## src/rtl/btb_predictor_if.sv

```systemverilog
// Fetch/EX-side signal bundle for the branch target buffer: PC lookup,
// resolution updates, redirect and statistics.
interface btb_predictor_if;
    logic [31:0] if_pc;
    logic        btb_en;
    logic [31:0] pc_pre;

    // upd_valid qualifies all upd_* fields for exactly one cycle. There is no
    // ready: the predictor accepts every update in the cycle it is presented.
    logic        upd_valid;
    logic [31:0] upd_pc;
    logic        upd_taken;
    logic [31:0] upd_target;
    logic        upd_pred_taken;
    logic [31:0] upd_pred_target;

    logic        mispredict;
    logic [31:0] redirect_pc;
    logic [31:0] branch_cnt;
    logic [31:0] mispred_cnt;

    modport master (
        output if_pc, upd_valid, upd_pc, upd_taken, upd_target,
               upd_pred_taken, upd_pred_target,
        input  btb_en, pc_pre, mispredict, redirect_pc, branch_cnt, mispred_cnt
    );

    modport slave (
        input  if_pc, upd_valid, upd_pc, upd_taken, upd_target,
               upd_pred_taken, upd_pred_target,
        output btb_en, pc_pre, mispredict, redirect_pc, branch_cnt, mispred_cnt
    );
endinterface

```

## src/rtl/btb_predictor.sv

```systemverilog
// Direct-mapped BTB with 2-bit saturating direction counters, trained from EX,
// plus misprediction detection, redirect PC and branch statistics.
module btb_predictor #(
    parameter int ENTRIES = 8,
    parameter int IDX_W   = $clog2(ENTRIES)
) (
    input  logic            clk,
    input  logic            rst,
    btb_predictor_if.slave  bus
);
    localparam int TAG_W = 30 - IDX_W;

    logic             valid_q  [ENTRIES];
    logic [TAG_W-1:0] tag_q    [ENTRIES];
    logic [31:0]      target_q [ENTRIES];
    logic [1:0]       ctr_q    [ENTRIES];
    logic [31:0]      branch_cnt_q;
    logic [31:0]      mispred_cnt_q;

    logic [IDX_W-1:0] lk_idx;
    logic [TAG_W-1:0] lk_tag;
    logic             lk_hit;
    logic [IDX_W-1:0] up_idx;
    logic [TAG_W-1:0] up_tag;
    logic             up_hit;
    logic             mispredict;
    logic             unused_pc_bits;

    // Word-aligned PCs: bits [1:0] never take part in index or tag.
    assign unused_pc_bits = ^{bus.if_pc[1:0], bus.upd_pc[1:0]};

    assign lk_idx = bus.if_pc[IDX_W+1:2];
    assign lk_tag = bus.if_pc[31:IDX_W+2];
    assign lk_hit = valid_q[lk_idx] && (tag_q[lk_idx] == lk_tag);

    assign bus.btb_en = lk_hit && ctr_q[lk_idx][1];
    assign bus.pc_pre = bus.btb_en ? target_q[lk_idx] : 32'd0;

    assign up_idx = bus.upd_pc[IDX_W+1:2];
    assign up_tag = bus.upd_pc[31:IDX_W+2];
    assign up_hit = valid_q[up_idx] && (tag_q[up_idx] == up_tag);

    assign mispredict = bus.upd_valid &&
                        ((bus.upd_taken != bus.upd_pred_taken) ||
                         (bus.upd_taken && bus.upd_pred_taken &&
                          (bus.upd_target != bus.upd_pred_target)));

    assign bus.mispredict  = mispredict;
    assign bus.redirect_pc = bus.upd_taken ? bus.upd_target : bus.upd_pc + 32'd4;
    assign bus.branch_cnt  = branch_cnt_q;
    assign bus.mispred_cnt = mispred_cnt_q;

    // Tags and targets are only meaningful behind a valid bit, so reset leaves them alone.
    always_ff @(posedge clk) begin
        if (rst) begin
            for (int i = 0; i < ENTRIES; i++) begin
                valid_q[i] <= 1'b0;
                ctr_q[i]   <= 2'b01;
            end
            branch_cnt_q  <= 32'd0;
            mispred_cnt_q <= 32'd0;
        end else if (bus.upd_valid) begin
            branch_cnt_q <= branch_cnt_q + 32'd1;
            if (mispredict) begin
                mispred_cnt_q <= mispred_cnt_q + 32'd1;
            end
            if (up_hit) begin
                if (bus.upd_taken) begin
                    target_q[up_idx] <= bus.upd_target;
                    if (ctr_q[up_idx] != 2'b11) begin
                        ctr_q[up_idx] <= ctr_q[up_idx] + 2'd1;
                    end
                end else if (ctr_q[up_idx] != 2'b00) begin
                    ctr_q[up_idx] <= ctr_q[up_idx] - 2'd1;
                end
            end else if (bus.upd_taken) begin
                valid_q[up_idx]  <= 1'b1;
                tag_q[up_idx]    <= up_tag;
                target_q[up_idx] <= bus.upd_target;
                ctr_q[up_idx]    <= 2'b10;
            end
        end
    end
endmodule
```

## src/flat_wrapper.sv

```systemverilog
// flat-port wrapper written by rule: the top's interface ports become plain ports
module btb_predictor_flat 
#(
    parameter int ENTRIES = 8,
    parameter int IDX_W   = $clog2(ENTRIES)
)
  (clk, rst, bus_if_pc, bus_upd_valid, bus_upd_pc, bus_upd_taken, bus_upd_target, bus_upd_pred_taken, bus_upd_pred_target, bus_btb_en, bus_pc_pre, bus_mispredict, bus_redirect_pc, bus_branch_cnt, bus_mispred_cnt);
  btb_predictor_if bus_i ();
  input  logic clk;
  input  logic rst;
  input wire logic [$bits(bus_i.if_pc)-1:0] bus_if_pc;
  input wire logic [$bits(bus_i.upd_valid)-1:0] bus_upd_valid;
  input wire logic [$bits(bus_i.upd_pc)-1:0] bus_upd_pc;
  input wire logic [$bits(bus_i.upd_taken)-1:0] bus_upd_taken;
  input wire logic [$bits(bus_i.upd_target)-1:0] bus_upd_target;
  input wire logic [$bits(bus_i.upd_pred_taken)-1:0] bus_upd_pred_taken;
  input wire logic [$bits(bus_i.upd_pred_target)-1:0] bus_upd_pred_target;
  output wire logic [$bits(bus_i.btb_en)-1:0] bus_btb_en;
  output wire logic [$bits(bus_i.pc_pre)-1:0] bus_pc_pre;
  output wire logic [$bits(bus_i.mispredict)-1:0] bus_mispredict;
  output wire logic [$bits(bus_i.redirect_pc)-1:0] bus_redirect_pc;
  output wire logic [$bits(bus_i.branch_cnt)-1:0] bus_branch_cnt;
  output wire logic [$bits(bus_i.mispred_cnt)-1:0] bus_mispred_cnt;
  assign bus_i.if_pc = bus_if_pc;
  assign bus_i.upd_valid = bus_upd_valid;
  assign bus_i.upd_pc = bus_upd_pc;
  assign bus_i.upd_taken = bus_upd_taken;
  assign bus_i.upd_target = bus_upd_target;
  assign bus_i.upd_pred_taken = bus_upd_pred_taken;
  assign bus_i.upd_pred_target = bus_upd_pred_target;
  assign bus_btb_en = bus_i.btb_en;
  assign bus_pc_pre = bus_i.pc_pre;
  assign bus_mispredict = bus_i.mispredict;
  assign bus_redirect_pc = bus_i.redirect_pc;
  assign bus_branch_cnt = bus_i.branch_cnt;
  assign bus_mispred_cnt = bus_i.mispred_cnt;
  btb_predictor #(.ENTRIES(ENTRIES), .IDX_W(IDX_W)) u_core (.clk(clk), .rst(rst), .bus(bus_i));
endmodule
```

## config.mk

```make
export PLATFORM = sky130hd
export DESIGN_NAME = btb_predictor_flat
export DESIGN_NICKNAME = d
export VERILOG_FILES = /design/src/rtl/btb_predictor_if.sv /design/src/rtl/btb_predictor.sv /design/src/flat_wrapper.sv
export SDC_FILE = /design/constraint.sdc
export NUM_CORES = 1
export LEC_CHECK = 0
export BUFFER_PORTS_ARGS = -buffer_cell sky130_fd_sc_hd__buf_2
export CORE_ASPECT_RATIO = 0.75
export CORE_UTILIZATION = 55
export DETAILED_ROUTE_END_ITERATION = 10
export PLACE_DENSITY = 0.75
export SYNTH_ARGS = -nofsm -noshare
export SYNTH_HDL_FRONTEND = slang
export SYNTH_SLANG_ARGS = --single-unit
```

## constraint.sdc

```tcl
create_clock -name clk -period 9 [get_ports clk]
set_input_delay 0.9 -clock clk [delete_from_list [all_inputs] [get_ports clk]]
set_output_delay 0.9 -clock clk [all_outputs]
set_load 0.005 [all_outputs]
```

== Yosys cells after proc, flatten, opt, wreduce, memory -nomap -nowiden ==
Memories as Yosys holds them, arrays and structs flattened.
Cells that the tools add are included.

* RAM bits: 496
* Bits in registers: 64
* Memories: 4
* Output and inout bits: 130

* Multiplexer cells: 34
* Reduce and logical (&&, ||, !) cells: 11
* Bitwise logic cells: 3
* Add/sub/neg operators: 5
* Equal/unequal tests: 5

{| class="wikitable"
|+ Memories
! name !! words !! bits a word !! rd ports !! clocked after memory_dff !! write ports !! line !! RTL
|-
| u_core.target_q || 8 || 32 || 1 || 0 || 1 || btb_predictor.sv:15 || <nowiki>logic [31:0] target_q [ENTRIES];</nowiki>
|-
| u_core.tag_q || 8 || 27 || 2 || 0 || 1 || btb_predictor.sv:14 || <nowiki>logic [TAG_W-1:0] tag_q [ENTRIES];</nowiki>
|-
| u_core.ctr_q || 8 || 2 || 2 || 0 || 8 || btb_predictor.sv:16 || <nowiki>logic [1:0] ctr_q [ENTRIES];</nowiki>
|-
| u_core.valid_q || 8 || 1 || 2 || 0 || 8 || btb_predictor.sv:13 || <nowiki>logic valid_q [ENTRIES];</nowiki>
|}

{| class="wikitable"
|+ Operators by type and width
! operator !! count
|-
| $mux 32 || 3
|-
| $add 32x1->32 const B || 2
|-
| $eq 27x27->1 || 2
|-
| $add 32x3->32 const B || 1
|-
| $ne 32x32->1 || 1
|-
| $mux 1 || 26
|-
| $logic_and 1x1->1 || 6
|-
| $mux 2 || 3
|-
| $mux 3 || 2
|-
| $or 1x1->1 || 3
|-
| $add 2x1->2 const B || 1
|-
| $ne 2x2->1 const B || 1
|-
| $reduce_and 2->1 || 1
|-
| $reduce_bool 2->1 || 1
|-
| $reduce_or 2->1 || 1
|-
| $sub 2x1->2 const B || 1
|-
| $logic_or 1x1->1 || 1
|-
| $ne 1x1->1 || 1
|-
| $reduce_or 1->1 || 1
|}

== Logic depth before layout (Yosys ltp) ==
Gate-level depths: netlist of the first run.
An unclocked memory read counts as a cell.

* Depth after elaboration: 12
* Depth in mapped cells: 13

== Worst setup path after synthesis of the first run ==
Ideal clock, no wire load.

* Kind: input to register
* From: input port bus_upd_pc[2]
* To: memory u_core.tag_q[0][0] (netlist name), enable pin
* Arrival: 4175 ps
* Slack: 4414 ps
* Required time: 8589 ps
* Library setup time: 411 ps
* Cell stages on the path: 13
* Buffers on the path: 5
* Cells stage by stage: buf_2 -> buf_6 -> buf_4 -> buf_2 -> mux2i_1 -> o22ai_1 -> o21a_1 -> o211a_1 -> nand4_1 -> or4_4 -> nand3_1 -> buf_2 -> nor2_1

* Longest elaborated chain between the ends: 7
* Elaborated cells on any way between the ends: 8
* Those cells by class: eq/ne: 1; mux: 4; reduce/logical: 1; memory: 2

{| class="wikitable"
|+ RTL lines
! element !! line !! RTL
|-
| start: declaration || flat_wrapper.sv:13 || <nowiki>input wire logic [$bits(bus_i.upd_pc)-1:0] bus_upd_pc;</nowiki>
|-
| $mem_v2 8x27 || n/a ||
|-
| $eq 27x27->1 || btb_predictor.sv:41 || <nowiki>assign up_hit = valid_q[up_idx] && (tag_q[up_idx] == up_tag);</nowiki>
|-
| $logic_and 1x1->1 || btb_predictor.sv:41 ||
|-
| $mux 1 || btb_predictor.sv:67 || <nowiki>if (up_hit) begin</nowiki>
|-
| $mux 1 || btb_predictor.sv:62 || <nowiki>end else if (bus.upd_valid) begin</nowiki>
|-
| $mux 1 || btb_predictor.sv:55 || <nowiki>if (rst) begin</nowiki>
|-
| $mux 1 (not written as such) || btb_predictor.sv:78 || <nowiki>tag_q[up_idx] <= up_tag;</nowiki>
|-
| end: declaration || btb_predictor.sv:14 ||
|}

Several ways; a longest one is shown, not always the timed one.

== Worst setup path in the final report of the first run ==
* From: input port bus_if_pc[3]
* To: output port bus_pc_pre[17]

* Longest elaborated chain between the ends: 5
* Elaborated cells on any way between the ends: 8
* Those cells by class: eq/ne: 1; mux: 1; reduce/logical: 2; memory: 4

{| class="wikitable"
|+ RTL lines
! element !! line !! RTL
|-
| start: declaration || flat_wrapper.sv:11 || <nowiki>input wire logic [$bits(bus_i.if_pc)-1:0] bus_if_pc;</nowiki>
|-
| $mem_v2 8x27 || n/a ||
|-
| $eq 27x27->1 || btb_predictor.sv:34 || <nowiki>assign lk_hit = valid_q[lk_idx] && (tag_q[lk_idx] == lk_tag);</nowiki>
|-
| $logic_and 1x1->1 || btb_predictor.sv:34 ||
|-
| $logic_and 1x1->1 || btb_predictor.sv:36 || <nowiki>assign bus.btb_en = lk_hit && ctr_q[lk_idx][1];</nowiki>
|-
| $mux 32 * || btb_predictor.sv:37 || <nowiki>assign bus.pc_pre = bus.btb_en ? target_q[lk_idx] : 32'd0;</nowiki>
|-
| end: declaration || flat_wrapper.sv:19 || <nowiki>output wire logic [$bits(bus_i.pc_pre)-1:0] bus_pc_pre;</nowiki>
|}

Every way passes the cells marked *; elsewhere a longest branch is shown, timed or not.

==> impl_metrics.json, run 1 <==
{
  "vias_after_detailed_routing": 16300,
  "worst_slew_pin_slew_ps": 1090,
  "grt_use_total": 0.281,
  "die_width_um": 251,
  "async_reset_ff_frac": 0,
  "yosys-top-cells-area": "sky130_fd_sc_hd__edfxtp_1, sky130_fd_sc_hd__mux4_2, sky130_fd_sc_hd__dfxtp_1",
  "fmax_mhz": 173,
  "timing.max_cap.violations": 0,
  "portBuffers": 260,
  "start_kind": "input pin",
  "antenna_left": 0,
  "postSynth.topFlopCell": "sky130_fd_sc_hd__edfxtp_1",
  "post_cts_setup_buffers": 0,
  "top_level_ports": 263,
  "share_clk_of_total_power": 0.401,
  "cellInternalPower_mw": 4.29,
  "timing.final.hold_violations": 0,
  "p_leak_nw": 10.1,
  "p_per_area_nw_per_um2": 190,
  "worst_ep_required_time_ps": 8100,
  "synth_warnings": 0,
  "initialDrtViolationCount": 1881,
  "initial_utilization": 0.564,
  "dieHeight_um": 189,
  "synth_edf_count": 488,
  "cts_tree": "yes",
  "synth.net_count": 1824,
  "floorplan.core_area_um2": 45300,
  "rsz0062_at_grt": "no",
  "hold_class": "reg2reg",
  "max-slew-margin-rel": 0.274,
  "syn_inst": 1687,
  "layout-area-overhead-vs-synth_pct": 14.5,
  "synth_top_area_cell": "sky130_fd_sc_hd__edfxtp_1",
  "drcViolationCount": 0,
  "postSynthAreaPerCell_um2": 15.1,
  "cts_made_buffers": 54,
  "syn_area_um2": 25500,
  "synth.top_cell.area_share": 0.574,
  "grt_antenna_before_repair": 8,
  "finalWirelength_um": 66300,
  "drt-vias-per-instance": 6.34,
  "cts.sink_count": 560,
  "critPathCaptureType": "output port",
  "detailedPlace.worstSlack_ps": 3220,
  "design.die.area_um2": 47300,
  "post_drt_wl_per_cell_um": 25.7,
  "pwr-share-seq": 0.517,
  "finish_stage_setup_viols": 0,
  "maximum_number_of_pins_on_one_net_before_global_route_repair": 90,
  "commonest_cells_post_synth": "sky130_fd_sc_hd__edfxtp_1, sky130_fd_sc_hd__mux4_2, sky130_fd_sc_hd__nor2_1",
  "register_bit_count_reported_by_yosys": 560,
  "clock-root-buffer": "sky130_fd_sc_hd__clkbuf_16",
  "cts.hold.buffers_added": 0,
  "switchingPower_mw": 1.25,
  "synthMostInstantiatedCell": "sky130_fd_sc_hd__edfxtp_1",
  "overflow": 0,
  "clock_path_buffers": 3,
  "max-vdd-ir-drop_uv": 199,
  "grt_pass1_vias": 16200,
  "switching_share": 0.226,
  "hpwlAfterDp_um": 42500,
  "yosysSeqAreaShare": 0.630,
  "tns_ps": 0,
  "status": "completed",
  "layout-drive-gt1-share": 0.270,
  "timing.reg2reg.setup_slack_ps": 5150,
  "design.final.nets": 2080,
  "drt_first_pass_iters": 5,
  "worst_clock_skew_ps": 20.5,
  "post-route-min-period_ps": 5780,
  "critPathArrivalTime_ps": 4880,
  "power.combinational.fraction": 0.082,
  "cts.reportedPaths.clkPinSlew_ps": 60,
  "postCtsResizedCells": 0,
  "slew_violations": 0,
  "clock_tree.htree_level_count": 2,
  "placement_rows": 67,
  "setup.worst_path.class": "in2out",
  "wire_length_of_the_first_global_routing_pass_um": 99100,
  "setup_slack_ps": 3220,
  "fin_crit_sh": 0.642,
  "timing.critical_path.fanout_max": 62,
  "number_of_distinct_standard_cells_referenced_by_the_synthesized_netlist": 55,
  "finalWeightedCongestion": 0.873,
  "clk_latency_worst_skew_pair_ps": 600
}
[worst max-delay path: stages]
cell and delay (ps):
sky130_fd_sc_hd__buf_4 630, sky130_fd_sc_hd__buf_4 570, sky130_fd_sc_hd__mux4_2 390, sky130_fd_sc_hd__mux2i_1 410
sky130_fd_sc_hd__xor2_1 190, sky130_fd_sc_hd__nand4_1 100, sky130_fd_sc_hd__nor4_1 830, sky130_fd_sc_hd__nand4_1 180
sky130_fd_sc_hd__buf_4 310, sky130_fd_sc_hd__nor2_1 180, sky130_fd_sc_hd__buf_2 130
[through the flow]
step / cells / utilization / cell area (um^2) / total power [mW] / hold WS, ps
finish: 2577 / 0.646 / 29300 / 5.55 / 485
global route: 2575 / 0.646 / 29300 / 5.70 / 510
CTS: 2573 / 0.646 / 29300 / 5.57 / 484
detailed placement: 2473 / 0.608 / 27500 / 3.37 / 476
global placement: 2473 / 0.608 / 27500 / 3.36 / 462
floorplan: 1687 / - / 25500 / 3.18 / 462
[area by class of cell]
class	count	area (um^2)
flip-flops and latches	560	16100
fillers	3227	16000
multi-input cells	1012	9070
repair buffers	289	1540
clock buffers	70	1420
well taps	586	733
clock inverters	30	304
inverters	26	97.6
diodes	4	10.0
[power groups by stage]
stage,clock network [mW],registers (mW),logic (mW)
6_report,2.23,2.87,0.455
5_1_grt,2.35,2.87,0.484
4_1_cts,2.25,2.87,0.453
3_5_place_dp,0,2.92,0.450
3_3_place_gp,0,2.92,0.441
2_1_floorplan,0,2.92,0.267
[registers in the layout, summed over array words and instances (netlist names)]
register,cells
u_core.tag_q,216
u_core.bus.mispred_cnt,32
u_core.ctr_q,16
u_core.bus.branch_cnt,32
u_core.valid_q,8
u_core.target_q,256
[final timing paths]
kind | from | endpoint | depth (start not counted)
max | bus_if_pc[3] | bus_pc_pre[17] | 11
min | u_core.bus.mispred_cnt[21] | u_core.bus.mispred_cnt[21] | 2
min reg2reg | u_core.bus.mispred_cnt[21] | u_core.bus.mispred_cnt[21] | 2
max reg2reg | u_core.tag_q[7][13] | u_core.tag_q[4][19] | 8
[metal layers]
layer | vias up | track usage | part of all wire
li1 | 7142 | - | -
met1 | 8162 | 0.391 | 0.39
met2 | 908 | 0.444 | 0.47
met3 | 106 | 0.0703 | 0.12
met4 | 8 | 0.0734 | 0.021
met5 | - | 0 | 0.00088
[cells by family after synthesis]
group / count (synthesis) / share of synthesized area
muxes: 291 / 0.180
and+or+nand+nor: 409 / 0.0795
xor gates and xnor gates: 137 / 0.0470
buffers and inverters: 115 / 0.0182
adders and majority gates: 4 / 0.00196
DFF: 560 / 0.630
AOI/OAI and AO/OA: 171 / 0.0434
[cell usage in the layout (no fill, tap or decap), drive strengths merged, types with 35 or more instances in the layout]
cell type    n
buf        288
clkbuf      71
dfxtp       72
edfxtp     488
mux2        75
mux2i       89
mux4       127
nand2       83
nand3       35
nand4       38
nor2       110
nor4        37
o21ai       49
o22ai       45
xnor2       76
xor2        61
Note: power is estimated with default switching activity, not from simulation.
==> inputs of run 2 (changes only) <==
- clock period: 9 -> 6 ns (I/O delays scaled with it)
==> impl_metrics.json, run 2 (same netlist as run 1, synthesis figures left out) <==
{
  "power.total_mw": 8.60,
  "portBuffers": 260,
  "fin_crit_sh": 0.784,
  "clock_tree.htree_level_count": 2,
  "dieHeight_um": 189,
  "layout-drive-gt1-share": 0.279,
  "flip_flop_count_of_the_largest_register_all_copies_and_words_added": 256,
  "fmax_mhz": 213,
  "crit_path_max_incr_delay_ps": 560,
  "critPathCaptureType": "output port",
  "crit_slowest_cell": "sky130_fd_sc_hd__buf_4",
  "clk_latency_worst_skew_pair_ps": 610,
  "grt_antenna_before_repair": 8,
  "initial_utilization": 0.564,
  "grt_use_total": 0.286,
  "die_width_um": 251,
  "worst_path_dominant_cell_family": "simple AND/OR/NAND/NOR gates",
  "slew_violations": 0,
  "timing.final.hold_violations": 0,
  "switchingPower_mw": 1.93,
  "start_kind": "input pin",
  "finish_stage_setup_viols": 0,
  "post-route-min-period_ps": 4710,
  "hold_class": "in2reg",
  "cp_cell_sequence": "buf_4 > inv_1 > nor2_1 > and4_1 > nand3_1 > nor3_1 > nand3_1 > xor2_1 > o21ai_0 > buf_2",
  "floorplan.core_area_um2": 45300,
  "worst_ep_required_time_ps": 5400,
  "clock-root-buffer": "sky130_fd_sc_hd__clkbuf_16",
  "initialDrtViolationCount": 2116,
  "reg.largest.list": "u_core.target_q x256, u_core.tag_q x216",
  "antenna_left": 0,
  "cts.sink_count": 560,
  "p_leak_nw": 10.2,
  "maximum_number_of_pins_on_one_net_before_global_route_repair": 89,
  "worst_clock_skew_ps": 26.7,
  "placement_rows": 67,
  "max-slew-margin-rel": 0.270,
  "timing.max_cap.violations": 0,
  "cts.reportedPaths.clkPinSlew_ps": 70,
  "overflow": 0,
  "worst_slew_pin_slew_ps": 1090,
  "timing.rr.start": "u_core.tag_q[7][13]",
  "wire_length_of_the_first_global_routing_pass_um": 100000,
  "layout-area-overhead-vs-synth_pct": 15.4,
  "status": "completed",
  "rsz0062_at_grt": "no",
  "finalWirelength_um": 67400,
  "cts_made_buffers": 53,
  "drt-vias-per-instance": 6.35,
  "tns_ps": 0,
  "grt_pass1_vias": 16400,
  "clock_path_buffers": 3,
  "max-vdd-ir-drop_uv": 232,
  "share_clk_of_total_power": 0.421,
  "registers.top_by_ff_count": "u_core.target_q",
  "switching_share": 0.224,
  "startpoint": "bus_upd_pc[2]",
  "top_level_ports": 263,
  "postCtsResizedCells": 0,
  "critPathArrivalTime_ps": 4110,
  "design.die.area_um2": 47300,
  "setup.worst_path.class": "in2out",
  "drcViolationCount": 0,
  "critPathBufInv": 3,
  "pwr-share-seq": 0.500,
  "vias_after_detailed_routing": 16400,
  "layout_commonest_cell": "sky130_fd_sc_hd__edfxtp_1",
  "cts_tree": "yes",
  "cellInternalPower_mw": 6.68,
  "top_library_cells_by_usage_in_the_layout_fill_and_taps_aside": "sky130_fd_sc_hd__edfxtp_1, sky130_fd_sc_hd__buf_2, sky130_fd_sc_hd__mux4_2",
  "p_per_area_nw_per_um2": 292,
  "power.combinational.fraction": 0.080,
  "post_cts_setup_buffers": 0,
  "post_drt_wl_per_cell_um": 26.1,
  "finalWeightedCongestion": 0.888,
  "hpwlAfterDp_um": 43600,
  "timing.critical_path.fanout_max": 48,
  "path_common_cell": "sky130_fd_sc_hd__nand3_1",
  "cts.hold.buffers_added": 0,
  "design.final.nets": 2087,
  "min_from": "bus_upd_target[17]",
  "drt_first_pass_iters": 6
}
run 2: changes by cell type in the layout (fill, tap and decap cells not counted):
cell	change
sky130_fd_sc_hd__clkinv_16	+1
sky130_fd_sc_hd__clkinv_1	-5
sky130_fd_sc_hd__clkinvlp_4	+3
sky130_fd_sc_hd__clkinv_2	+2
sky130_fd_sc_hd__bufinv_16	+6
sky130_fd_sc_hd__inv_16	-1
sky130_fd_sc_hd__clkbuf_1	-6
sky130_fd_sc_hd__clkinv_4	+1
sky130_fd_sc_hd__diode_2	-1
sky130_fd_sc_hd__clkbuf_16	-1
sky130_fd_sc_hd__buf_4	+8
run 2: power by group through the flow:
| stage | Combinational [mW] | Clock (mW) | Sequential [mW] |
|---|---|---|---|
| 6_report | 0.685 | 3.62 | 4.30 |
| 5_1_grt | 0.731 | 3.80 | 4.30 |
| 4_1_cts | 0.681 | 3.65 | 4.30 |
| 3_5_place_dp | 0.676 | 0 | 4.38 |
| 3_3_place_gp | 0.663 | 0 | 4.38 |
| 2_1_floorplan | 0.400 | 0 | 4.38 |
run 2: final timing paths:
| check | endpoint | slack (ps) | cells after the start |
|---|---|---|---|
| hold / removal | u_core.target_q[5][17] | 310 | 1 |
| setup reg to reg | u_core.tag_q[6][24] | 2380 | 8 |
| setup / recovery | bus_redirect_pc[31] | 1290 | 10 |
| hold reg to reg | u_core.valid_q[4] | 490 | 2 |
run 2: area by class of cell:
type / instances / area, um^2
clock inverters: 37 / 517
diodes: 3 / 7.51
inverters: 26 / 97.6
repair buffers: 297 / 1600
clock buffers: 63 / 1370
well taps: 586 / 733
flip-flops and latches: 560 / 16100
multi-input cells: 1012 / 9070
fillers: 3196 / 15800
run 2: metal layers:
metal | up-vias | global-route usage | wire (um)
met4 | 6 | 0.0840 | 1950
met3 | 129 | 0.0649 | 7100
met1 | 8254 | 0.398 | 26800
met5 | - | 0 | 34
met2 | 867 | 0.453 | 31600
li1 | 7164 | - | -
run 2: per-stage QoR:
step | cell area [um^2] | worst slack [ps] | utilization | instances | hold WS [ps]
2_1_floorplan | 25500 | 1710 | - | 1687 | 462
3_3_place_gp | 27600 | 1310 | 0.609 | 2481 | 463
3_5_place_dp | 27600 | 1260 | 0.609 | 2481 | 480
4_1_cts | 29500 | 1480 | 0.651 | 2581 | 286
5_1_grt | 29500 | 998 | 0.651 | 2582 | 309
6_report | 29500 | 1290 | 0.651 | 2584 | 309
